`src/rtl/obstacle_avoid_ctrl_pkg.sv`:
```
// Shared types and constants for the obstacle-avoidance drive controller.
package obstacle_avoid_ctrl_pkg;

   typedef enum logic [2:0] {
      MANUAL = 3'd0,
      CRUISE = 3'd1,
      STOP   = 3'd2,
      BACKUP = 3'd3,
      ROTATE = 3'd4
   } state_t;

   // Direction bits are {up, down, left, right}
   localparam logic [3:0] DIR_FWD   = 4'b1000;
   localparam logic [3:0] DIR_REV   = 4'b0100;
   localparam logic [3:0] DIR_LEFT  = 4'b0010;
   localparam logic [3:0] DIR_RIGHT = 4'b0001;
   localparam logic [3:0] DIR_IDLE  = 4'b0000;

   function automatic int max3(input int a, input int b, input int c);
      int m;
      m = (a > b) ? a : b;
      return (m > c) ? m : c;
   endfunction

   function automatic int cnt_w(input int n);
      return (n > 1) ? $clog2(n) : 1;
   endfunction

endpackage

```
`src/rtl/obstacle_avoid_ctrl_if.sv`:
```
// Sensor, operator and motor-command bundle of the avoidance controller.
interface obstacle_avoid_ctrl_if;

   logic [3:0]  key_dir;
   logic        auto_en;
   logic        dist_valid;
   logic [15:0] distance;
   logic        ping_busy;
   logic        ping_start;
   logic [3:0]  drive_dir;
   logic        blocked;
   logic        sensor_fault;
   logic [2:0]  state;

   modport master (
      output key_dir, auto_en, dist_valid, distance, ping_busy,
      input  ping_start, drive_dir, blocked, sensor_fault, state
   );

   modport slave (
      input  key_dir, auto_en, dist_valid, distance, ping_busy,
      output ping_start, drive_dir, blocked, sensor_fault, state
   );

endinterface

```
`src/rtl/obstacle_avoid_ctrl_ping_scheduler.sv`:
```
// Periodic ultrasonic ping request with reply timeout and range threshold.
module ping_scheduler
   import obstacle_avoid_ctrl_pkg::*;
#(
   parameter int PING_PERIOD  = 16,
   parameter int PING_TIMEOUT = 12,
   parameter int STOP_DIST    = 3
) (
   input  logic        clk,
   input  logic        reset,
   input  logic        ping_busy,
   input  logic        dist_valid,
   input  logic [15:0] distance,
   output logic        ping_start,
   output logic        blocked,
   output logic        sensor_fault
);

   localparam int PW = cnt_w(PING_PERIOD);
   localparam int TW = cnt_w(PING_TIMEOUT);
   localparam logic [PW-1:0] P_LAST = PW'(PING_PERIOD - 1);
   localparam logic [TW-1:0] T_LAST = TW'(PING_TIMEOUT - 1);

   logic [PW-1:0] per_cnt;
   logic [TW-1:0] to_cnt;
   logic          outstanding;
   logic          at_end;
   logic          fire;
   logic          timeout;

   assign at_end  = (per_cnt == P_LAST);
   assign fire    = at_end & ~ping_busy & ~outstanding;
   assign timeout = outstanding & (to_cnt == T_LAST);

   always_ff @(posedge clk) begin
      if (reset) begin
         per_cnt      <= '0;
         to_cnt       <= '0;
         outstanding  <= 1'b0;
         ping_start   <= 1'b0;
         blocked      <= 1'b0;
         sensor_fault <= 1'b0;
      end else begin
         ping_start <= fire;
         // Counter parks on its last value while the ranger is busy
         if (fire)
            per_cnt <= '0;
         else if (!at_end)
            per_cnt <= per_cnt + 1'b1;
         if (dist_valid)
            blocked <= (distance < 16'(STOP_DIST));
         if (outstanding)
            to_cnt <= to_cnt + 1'b1;
         if (outstanding && dist_valid) begin
            outstanding  <= 1'b0;
            sensor_fault <= 1'b0;
         end else if (timeout) begin
            outstanding  <= 1'b0;
            sensor_fault <= 1'b1;
         end
         if (fire) begin
            outstanding <= 1'b1;
            to_cnt      <= '0;
         end
      end
   end

endmodule

```
`src/rtl/obstacle_avoid_ctrl.sv`:
```
// Manual/autonomous drive FSM with stop-backup-rotate obstacle avoidance.
// OBSTACLE_AVOID_ALT_ROTATE_EN: alternate rotate right/left per avoidance.
module obstacle_avoid_ctrl
   import obstacle_avoid_ctrl_pkg::*;
#(
   parameter int PING_PERIOD  = 16,
   parameter int PING_TIMEOUT = 12,
   parameter int STOP_DIST    = 3,
   parameter int HOLD_CYC     = 4,
   parameter int REVERSE_CYC  = 8,
   parameter int ROTATE_CYC   = 6
) (
   input  logic           clk,
   input  logic           reset,
   obstacle_avoid_ctrl_if.slave bus
);

   localparam int PH_W = cnt_w(max3(HOLD_CYC, REVERSE_CYC, ROTATE_CYC));
   localparam logic [PH_W-1:0] HOLD_LAST = PH_W'(HOLD_CYC - 1);
   localparam logic [PH_W-1:0] REV_LAST  = PH_W'(REVERSE_CYC - 1);
   localparam logic [PH_W-1:0] ROT_LAST  = PH_W'(ROTATE_CYC - 1);

   state_t          st;
   logic [3:0]      drive;
   logic [PH_W-1:0] phase;
   logic [3:0]      man_dir;
   logic [3:0]      rot_dir;
   logic            blocked;
   logic            ping_start;
   logic            sensor_fault;

   ping_scheduler #(
      .PING_PERIOD  (PING_PERIOD),
      .PING_TIMEOUT (PING_TIMEOUT),
      .STOP_DIST    (STOP_DIST)
   ) u_ping (
      .clk          (clk),
      .reset        (reset),
      .ping_busy    (bus.ping_busy),
      .dist_valid   (bus.dist_valid),
      .distance     (bus.distance),
      .ping_start   (ping_start),
      .blocked      (blocked),
      .sensor_fault (sensor_fault)
   );

   assign man_dir = {bus.key_dir[3] & ~blocked, bus.key_dir[2:0]};

`ifdef OBSTACLE_AVOID_ALT_ROTATE_EN
   logic rot_left;
   logic rot_exit;

   assign rot_exit = bus.auto_en & (st == ROTATE) & (phase == ROT_LAST);
   assign rot_dir  = rot_left ? DIR_LEFT : DIR_RIGHT;

   always_ff @(posedge clk) begin
      if (reset)
         rot_left <= 1'b0;
      else if (rot_exit)
         rot_left <= ~rot_left;
   end
`else
   assign rot_dir = DIR_RIGHT;
`endif

   always_ff @(posedge clk) begin
      if (reset) begin
         st    <= MANUAL;
         drive <= DIR_IDLE;
         phase <= '0;
      end else if (!bus.auto_en) begin
         st    <= MANUAL;
         drive <= man_dir;
         phase <= '0;
      end else begin
         phase <= phase + 1'b1;
         unique case (st)
            MANUAL: begin
               st    <= CRUISE;
               drive <= DIR_FWD;
               phase <= '0;
            end
            CRUISE: begin
               phase <= '0;
               if (blocked) begin
                  st    <= STOP;
                  drive <= DIR_IDLE;
               end else begin
                  drive <= DIR_FWD;
               end
            end
            STOP: begin
               drive <= DIR_IDLE;
               if (phase == HOLD_LAST) begin
                  st    <= BACKUP;
                  drive <= DIR_REV;
                  phase <= '0;
               end
            end
            BACKUP: begin
               drive <= DIR_REV;
               if (phase == REV_LAST) begin
                  st    <= ROTATE;
                  drive <= rot_dir;
                  phase <= '0;
               end
            end
            ROTATE: begin
               drive <= rot_dir;
               // Only the range seen at exit decides: resume or go again
               if (phase == ROT_LAST) begin
                  phase <= '0;
                  st    <= blocked ? STOP : CRUISE;
                  drive <= blocked ? DIR_IDLE : DIR_FWD;
               end
            end
            default: begin
               st    <= MANUAL;
               drive <= DIR_IDLE;
               phase <= '0;
            end
         endcase
      end
   end

   assign bus.state        = st;
   assign bus.drive_dir    = drive;
   assign bus.blocked      = blocked;
   assign bus.ping_start   = ping_start;
   assign bus.sensor_fault = sensor_fault;

endmodule

```
`src/flat_wrapper.sv`:
```
// flat-port wrapper written by rule: the top's interface ports become plain ports
module obstacle_avoid_ctrl_flat import obstacle_avoid_ctrl_pkg::*;
#(
   parameter int PING_PERIOD  = 16,
   parameter int PING_TIMEOUT = 12,
   parameter int STOP_DIST    = 3,
   parameter int HOLD_CYC     = 4,
   parameter int REVERSE_CYC  = 8,
   parameter int ROTATE_CYC   = 6
)
  (clk, reset, bus_key_dir, bus_auto_en, bus_dist_valid, bus_distance, bus_ping_busy, bus_ping_start, bus_drive_dir, bus_blocked, bus_sensor_fault, bus_state);
  obstacle_avoid_ctrl_if bus_i ();
  input  logic clk;
  input  logic reset;
  input wire logic [$bits(bus_i.key_dir)-1:0] bus_key_dir;
  input wire logic [$bits(bus_i.auto_en)-1:0] bus_auto_en;
  input wire logic [$bits(bus_i.dist_valid)-1:0] bus_dist_valid;
  input wire logic [$bits(bus_i.distance)-1:0] bus_distance;
  input wire logic [$bits(bus_i.ping_busy)-1:0] bus_ping_busy;
  output wire logic [$bits(bus_i.ping_start)-1:0] bus_ping_start;
  output wire logic [$bits(bus_i.drive_dir)-1:0] bus_drive_dir;
  output wire logic [$bits(bus_i.blocked)-1:0] bus_blocked;
  output wire logic [$bits(bus_i.sensor_fault)-1:0] bus_sensor_fault;
  output wire logic [$bits(bus_i.state)-1:0] bus_state;
  assign bus_i.key_dir = bus_key_dir;
  assign bus_i.auto_en = bus_auto_en;
  assign bus_i.dist_valid = bus_dist_valid;
  assign bus_i.distance = bus_distance;
  assign bus_i.ping_busy = bus_ping_busy;
  assign bus_ping_start = bus_i.ping_start;
  assign bus_drive_dir = bus_i.drive_dir;
  assign bus_blocked = bus_i.blocked;
  assign bus_sensor_fault = bus_i.sensor_fault;
  assign bus_state = bus_i.state;
  obstacle_avoid_ctrl #(.PING_PERIOD(PING_PERIOD), .PING_TIMEOUT(PING_TIMEOUT), .STOP_DIST(STOP_DIST), .HOLD_CYC(HOLD_CYC), .REVERSE_CYC(REVERSE_CYC), .ROTATE_CYC(ROTATE_CYC)) u_core (.clk(clk), .reset(reset), .bus(bus_i));
endmodule
```
`config.mk`:
```
export PLATFORM = sky130hd
export DESIGN_NAME = obstacle_avoid_ctrl_flat
export DESIGN_NICKNAME = d
export VERILOG_FILES = /design/src/rtl/obstacle_avoid_ctrl_pkg.sv /design/src/rtl/obstacle_avoid_ctrl_if.sv /design/src/rtl/obstacle_avoid_ctrl_ping_scheduler.sv /design/src/rtl/obstacle_avoid_ctrl.sv /design/src/flat_wrapper.sv
export SDC_FILE = /design/constraint.sdc
export NUM_CORES = 1
export LEC_CHECK = 0
export ABC_AREA = 1
export CAP_MARGIN = 20
export CORE_ASPECT_RATIO = 1.5
export CORE_MARGIN = 2
export CORE_UTILIZATION = 42
export DETAILED_ROUTE_END_ITERATION = 7
export GPL_TIMING_DRIVEN = 0
export PLACE_DENSITY = 0.75
export SLEW_MARGIN = 10
export SYNTH_ARGS = -nofsm -noshare
export SYNTH_HDL_FRONTEND = slang
export SYNTH_HIERARCHICAL = 1
export SYNTH_SLANG_ARGS = --single-unit
```
`constraint.sdc`:
```
create_clock -name clk -period 1.16 [get_ports clk]
set_input_delay 0.348 -clock clk [delete_from_list [all_inputs] [get_ports clk]]
set_output_delay 0.348 -clock clk [all_outputs]
set_load 0.01 [all_outputs]
```
### Word-level counts from Yosys, hierarchy flattened

Index checks and enable logic that the tools add are counted.

* multiplexer cells: 19
* reduce and logical (&&, ||, !) cells: 7
* bitwise gates (word level): 8
* eq/ne operators: 13
* magnitude comparators: 1
* add/sub/neg operators: 3

Operators by type and width (number)
* $mux 3: 9
* $pmux 4 s5: 1
* $lt 16x2->1 const B: 1
* $pmux 3 s5: 1
* $mux 4: 3
* $eq 3x2->1 const B: 3
* $eq 3x3->1 const B: 3
* $pmux 3 s3: 1
* $add 4x1->4 const B: 2
* $eq 4x4->1 const B: 2
* $ne 2x1->1 const B: 3
* $reduce_or 2->1: 3
* $and 1x1->1: 4
* $not 1->1: 4
* $reduce_and 4->1: 1
* $add 3x1->3 const B: 1
* $eq 3x1->1 const B: 1
* $logic_not 3->1: 1
* $mux 1: 3
* $reduce_bool 3->1: 1
* $mux 2: 1
* $ne 2x2->1 const B: 1
* $logic_and 1x1->1: 1

* input port bits: 25
* output and inout bits: 10
* register bits after elaboration: 22
* word-level logic and storage cells: 60

### Longest topological paths before layout

* word-level depth: 5
* depth in mapped cells: 10
* depth with buffers taken out: 10

### Cells and area by module

Netlist, hierarchy kept.

By module, submodules not included
* obstacle_avoid_ctrl: times used 1, cells an instance 87, area an instance 604.3 um^2, sequential area each 200.2 um^2
* ping_scheduler: times used 1, cells an instance 77, area an instance 578.1 um^2, sequential area each 240.2 um^2

### Least setup slack after synthesis

OpenSTA, ideal clock, no wires.

* path kind: reg2reg
* from: reg u_core.phase[0]
* to: reg u_core.st[1], in the netlist u_core/bus.state[1]
* setup time: 0.113 ns
* cell stages (with the launch flop): 9
* slack: -0.101 ns
* buffers on the path: 0
* clock period less this slack: 1.261 ns
* data required time: 1.047 ns
* arrival: 1.148 ns
* path through: dfxtp_1 ha_1 ha_1 nor2_1 nor2_4 nand2_2 nand2_1 nand2_1 nor2_1

* longest elaborated chain between the ends: 3
* elaborated cells on any way between the ends: 7
* classes of those cells: eq/ne (6); reduce/logical (1)

RTL lines
* from (decl): RTL line obstacle_avoid_ctrl.sv:25 `logic [PH_W-1:0] phase;`
* from (signal assigned): RTL line obstacle_avoid_ctrl.sv:76 `phase <= phase + 1'b1;`
* $eq 3x3->1 (tied with other cells): RTL line obstacle_avoid_ctrl.sv:111 `if (phase == ROT_LAST) begin`
* $ne 2x1->1 (no source line)
* $reduce_and 4->1 (no source line) (*)
* to (signal assigned): RTL line obstacle_avoid_ctrl.sv:113 `st <= blocked ? STOP : CRUISE;`
* to (decl): RTL line obstacle_avoid_ctrl.sv:23 `state_t st;`

Every way passes the cells marked *; elsewhere a longest branch is shown, timed or not.
A chain may end at the register's enable or synchronous reset.

### Worst setup path after layout

* from: reg u_core.phase[1]
* to: reg u_core.st[1], in the netlist u_core/bus.state[1]

The elaborated chain is that of the path after synthesis.

==> results_dict.tcl <==
set metrics [dict create \
    status "finished with violations" \
    violations "negative setup slack" \
    ys_ff_latch 22 \
    synth_adder_area_share_pct 8.47 \
    grt_pass1_vias 1206 \
    avgSynthCellArea_um2 7.21 \
    final.fill_count 209 \
    synth_compound_gate_area_share_pct 10.2 \
    synthMuxAreaShare_pct 0 \
    place.gp.congestion 0.893 \
    crit_arrival_ns 1.44 \
    nets 242 \
    areaGrowthSynthToFinish_pct 54.2 \
    seqPwrFrac_pct 43.5 \
    max_stage_delay_ns 0.38 \
    finalClockSkew_ns 0.00175 \
    synth-xor-area-share_pct 1.48 \
    layout_min_cycle_time_ns 1.28 \
    postRouteAntennaNets 0 \
    drt-initial-drc-count 36 \
    start_kind "flop" \
    rsz0062_at_grt "yes" \
    wl_met1_um 1080 \
    async_flop_share_pct 0 \
    yosysTopAreaCellShare_pct 37.2 \
    pwr-share-comb_pct 17.7 \
    insertedDiodeCount 0 \
    power_density_nw_per_um2 1000 \
    dp.cells 235 \
    synth_top_area_cell "dfxtp_1" \
    hp-class "flop to flop" \
    syn-num-nets 197 \
    fin_cells 245 \
    drcViolationCount 0 \
    cp_max_fo 4 \
    port-buffer-count 34 \
    leakagePower_nw 0.764 \
    core_area_um2 2680 \
    clock-root-buffer "clkbuf_8" \
    grt_pass1_wl_um 4950 \
    crit_path_top_delay_cell "dfxtp_4" \
    totalPowerFinal_w 0.00183 \
    wl_met2_um 1790 \
    synth_top_family_by_area "simple AND/OR/NAND/NOR gates" \
    power_frac_clock_pct 38.8 \
    relSlewSlack_pct 82.9 \
    synth_cell_type_count 26 \
    netlist_instances 164 \
    synth-simple-area-share_pct 34.4 \
    swShare_pct 23.1 \
    die_h_um 69.0 \
    layout.area.seq_um2 464 \
    gr-total-overflow 0 \
    met3_length_um 102 \
    initial_core_util_pct 44.2 \
    synth_edf_count 0 \
    route.vias.total 1215 \
    max-vdd-ir-drop_mv 0.775 \
    ys_top_cells_by_area "dfxtp_1, nand2_1, nor2_1, ha_1, inv_1" \
    die_width_um 47.3 \
    synth.most_common_cell "nand2_1" \
    rows 23 \
    finalWirelength_um 3010 \
    avgRoutedWirePerCell_um 12.3 \
    dr.pass1.iters 4 \
    post-route-util_pct 68.1 \
    power.switching_w 0.000423 \
    fin_area_um2 1820 \
    cts_max_path_buffers 2 \
    multiInputGateArea_um2 782 \
    internal-power_w 0.00141 \
    syn_area_um2 1180 \
    track_usage_pct 21.0 \
    ios 35 \
    path_clk_slew_ns 0.08 \
    crit_path_end_kind "flop" \
    drv_cap 0 \
    die_area_um2 3260 \
    cts_made_buffers 3 \
    viasPerCell 4.96 \
    yosys_most_used_dff "dfxtp_1" \
    fmax_ghz 0.783 \
    dp_hpwl_um 2160 \
    required_ns 1.32 \
    final_max_slew_viol_count 0 \
    worstSetupPathType "flop to flop" \
    layout_setup_ws_ns -0.117 \
    path_cells "inv_4 > ha_4 > nand2_4 > nand2_4 > nor2_4 > nor2_4 > nand2_2 > nand2_1 > nand2_1 > nor2_1" \
    yosysWarnings 6 \
    grt_max_degree 14 \
    cts_tree "done" \
    place_ws_ns -0.543 \
    yosysSeqAreaShare_pct 37.2 \
    worst_pin_slew_ns 0.254 \
    setup_viol 6 \
    cts_sinks 22 \
    hold_violations 0 \
    dr.max_layer_used "met4" \
    drive_gt1_share_pct 30.3 \
    period_share_pct 110 \
    grt_antenna_before_repair 0 \
    placed_area_um2 1590 \
    clk_latency_ns 0.26 \
    synth_common_cells "nand2_1, nor2_1, dfxtp_1" \
    h-tree-depth 1 \
]
[per-stage QoR]
stage,hold WS (ns),setup TNS (ns)
6_report,0.467,-0.302
5_1_grt,0.500,-0.869
4_1_cts,0.473,-0.164
3_5_place_dp,0.469,-6.49
3_3_place_gp,0.455,-6.41
2_1_floorplan,0.417,-0.00970
[registers in the layout (all words and copies together), names as in the netlist]
signal / count
u_core/u_ping/per_cnt: 4
u_core/phase: 3
u_core/u_ping/to_cnt: 4
u_core/u_ping/ping_start: 1
u_core/u_ping/sensor_fault: 1
u_core/bus.drive_dir: 4
u_core/u_ping/blocked: 1
u_core/bus.state: 3
u_core/u_ping/outstanding: 1
[layer usage]
metal,global-route usage (%),vias up
li1,-,605
met1,21.9,576
met2,40.2,28
met3,2.86,6
met4,7.29,0
met5,0,-
[cells by family after synthesis]
group | after synthesis
xor gates and xnor gates | 2
adders and majority gates | 8
buffers and inverters | 24
DFF | 22
AOI/OAI and AO/OA | 22
and+or+nand+nor | 86
[placed cells by master, fill, tap and decap left out, drive strengths merged]
cell,netlist,routed
clkbuf,0,5
nand4,2,2
o211ai,1,1
or2,2,2
nand2,34,34
xnor2,1,1
xor2,1,1
dfxtp,22,22
dlygate4sd2,0,1
nor3,2,2
bufinv,0,1
inv,23,23
ha,8,8
o21a,1,1
a31oi,1,1
nand3,10,10
clkdlybuf4s50,0,23
a21oi,10,10
o21ai,6,6
o22ai,3,3
nor2,36,36
buf,1,15
[final timing paths]
path                                                 from                                       to  slack (ns)  depth (start not counted)
hold reg to reg   u_core/u_ping/sensor_fault$_SDFFE_PP0P_  u_core/u_ping/sensor_fault$_SDFFE_PP0P_        0.47                          1
setup reg to reg               u_core/phase[1]$_SDFF_PP0_         u_core/bus.state[1]$_SDFFE_PP0P_       -0.12                         10
setup / recovery               u_core/phase[1]$_SDFF_PP0_         u_core/bus.state[1]$_SDFFE_PP0P_       -0.12                         10
hold / removal    u_core/u_ping/sensor_fault$_SDFFE_PP0P_  u_core/u_ping/sensor_fault$_SDFFE_PP0P_        0.47                          1
[layout make-up]
cell class	count	share of cell area, %
clock buffer	3	2.26
timing repair buffer	40	19.7
clock inverter	1	1.65
buffer	1	0.618
sequential	22	25.5
multi-input combinational	118	42.9
inverter	23	4.87
tap	37	2.54
[repair_timing]
action                                  4_1_cts  5_1_grt
endpoints found under the setup margin       24       22
hold buffers                                  0        0
buffers inserted                              5        1
resized for setup                            62       15
pin swaps                                     4        9
[power by group through the flow]
stage	clock network (W)	logic (W)	registers (W)
finish	0.000709	0.000324	0.000797
global route	0.000758	0.000351	0.000800
CTS	0.000724	0.000308	0.000793
detailed placement	0	0.000274	0.000822
global placement	0	0.000265	0.000820
floorplan	0	0.000126	0.000825
[worst max-delay path: cells and delay by family, from the launching register on]
kind | cells | cell delay (ns)
adders and majority gates | 1 | 0.16
buffers and inverters | 1 | 0.04
DFF | 1 | 0.38
and+or+nand+nor | 8 | 0.59
Power figures use the tool's default switching activity.
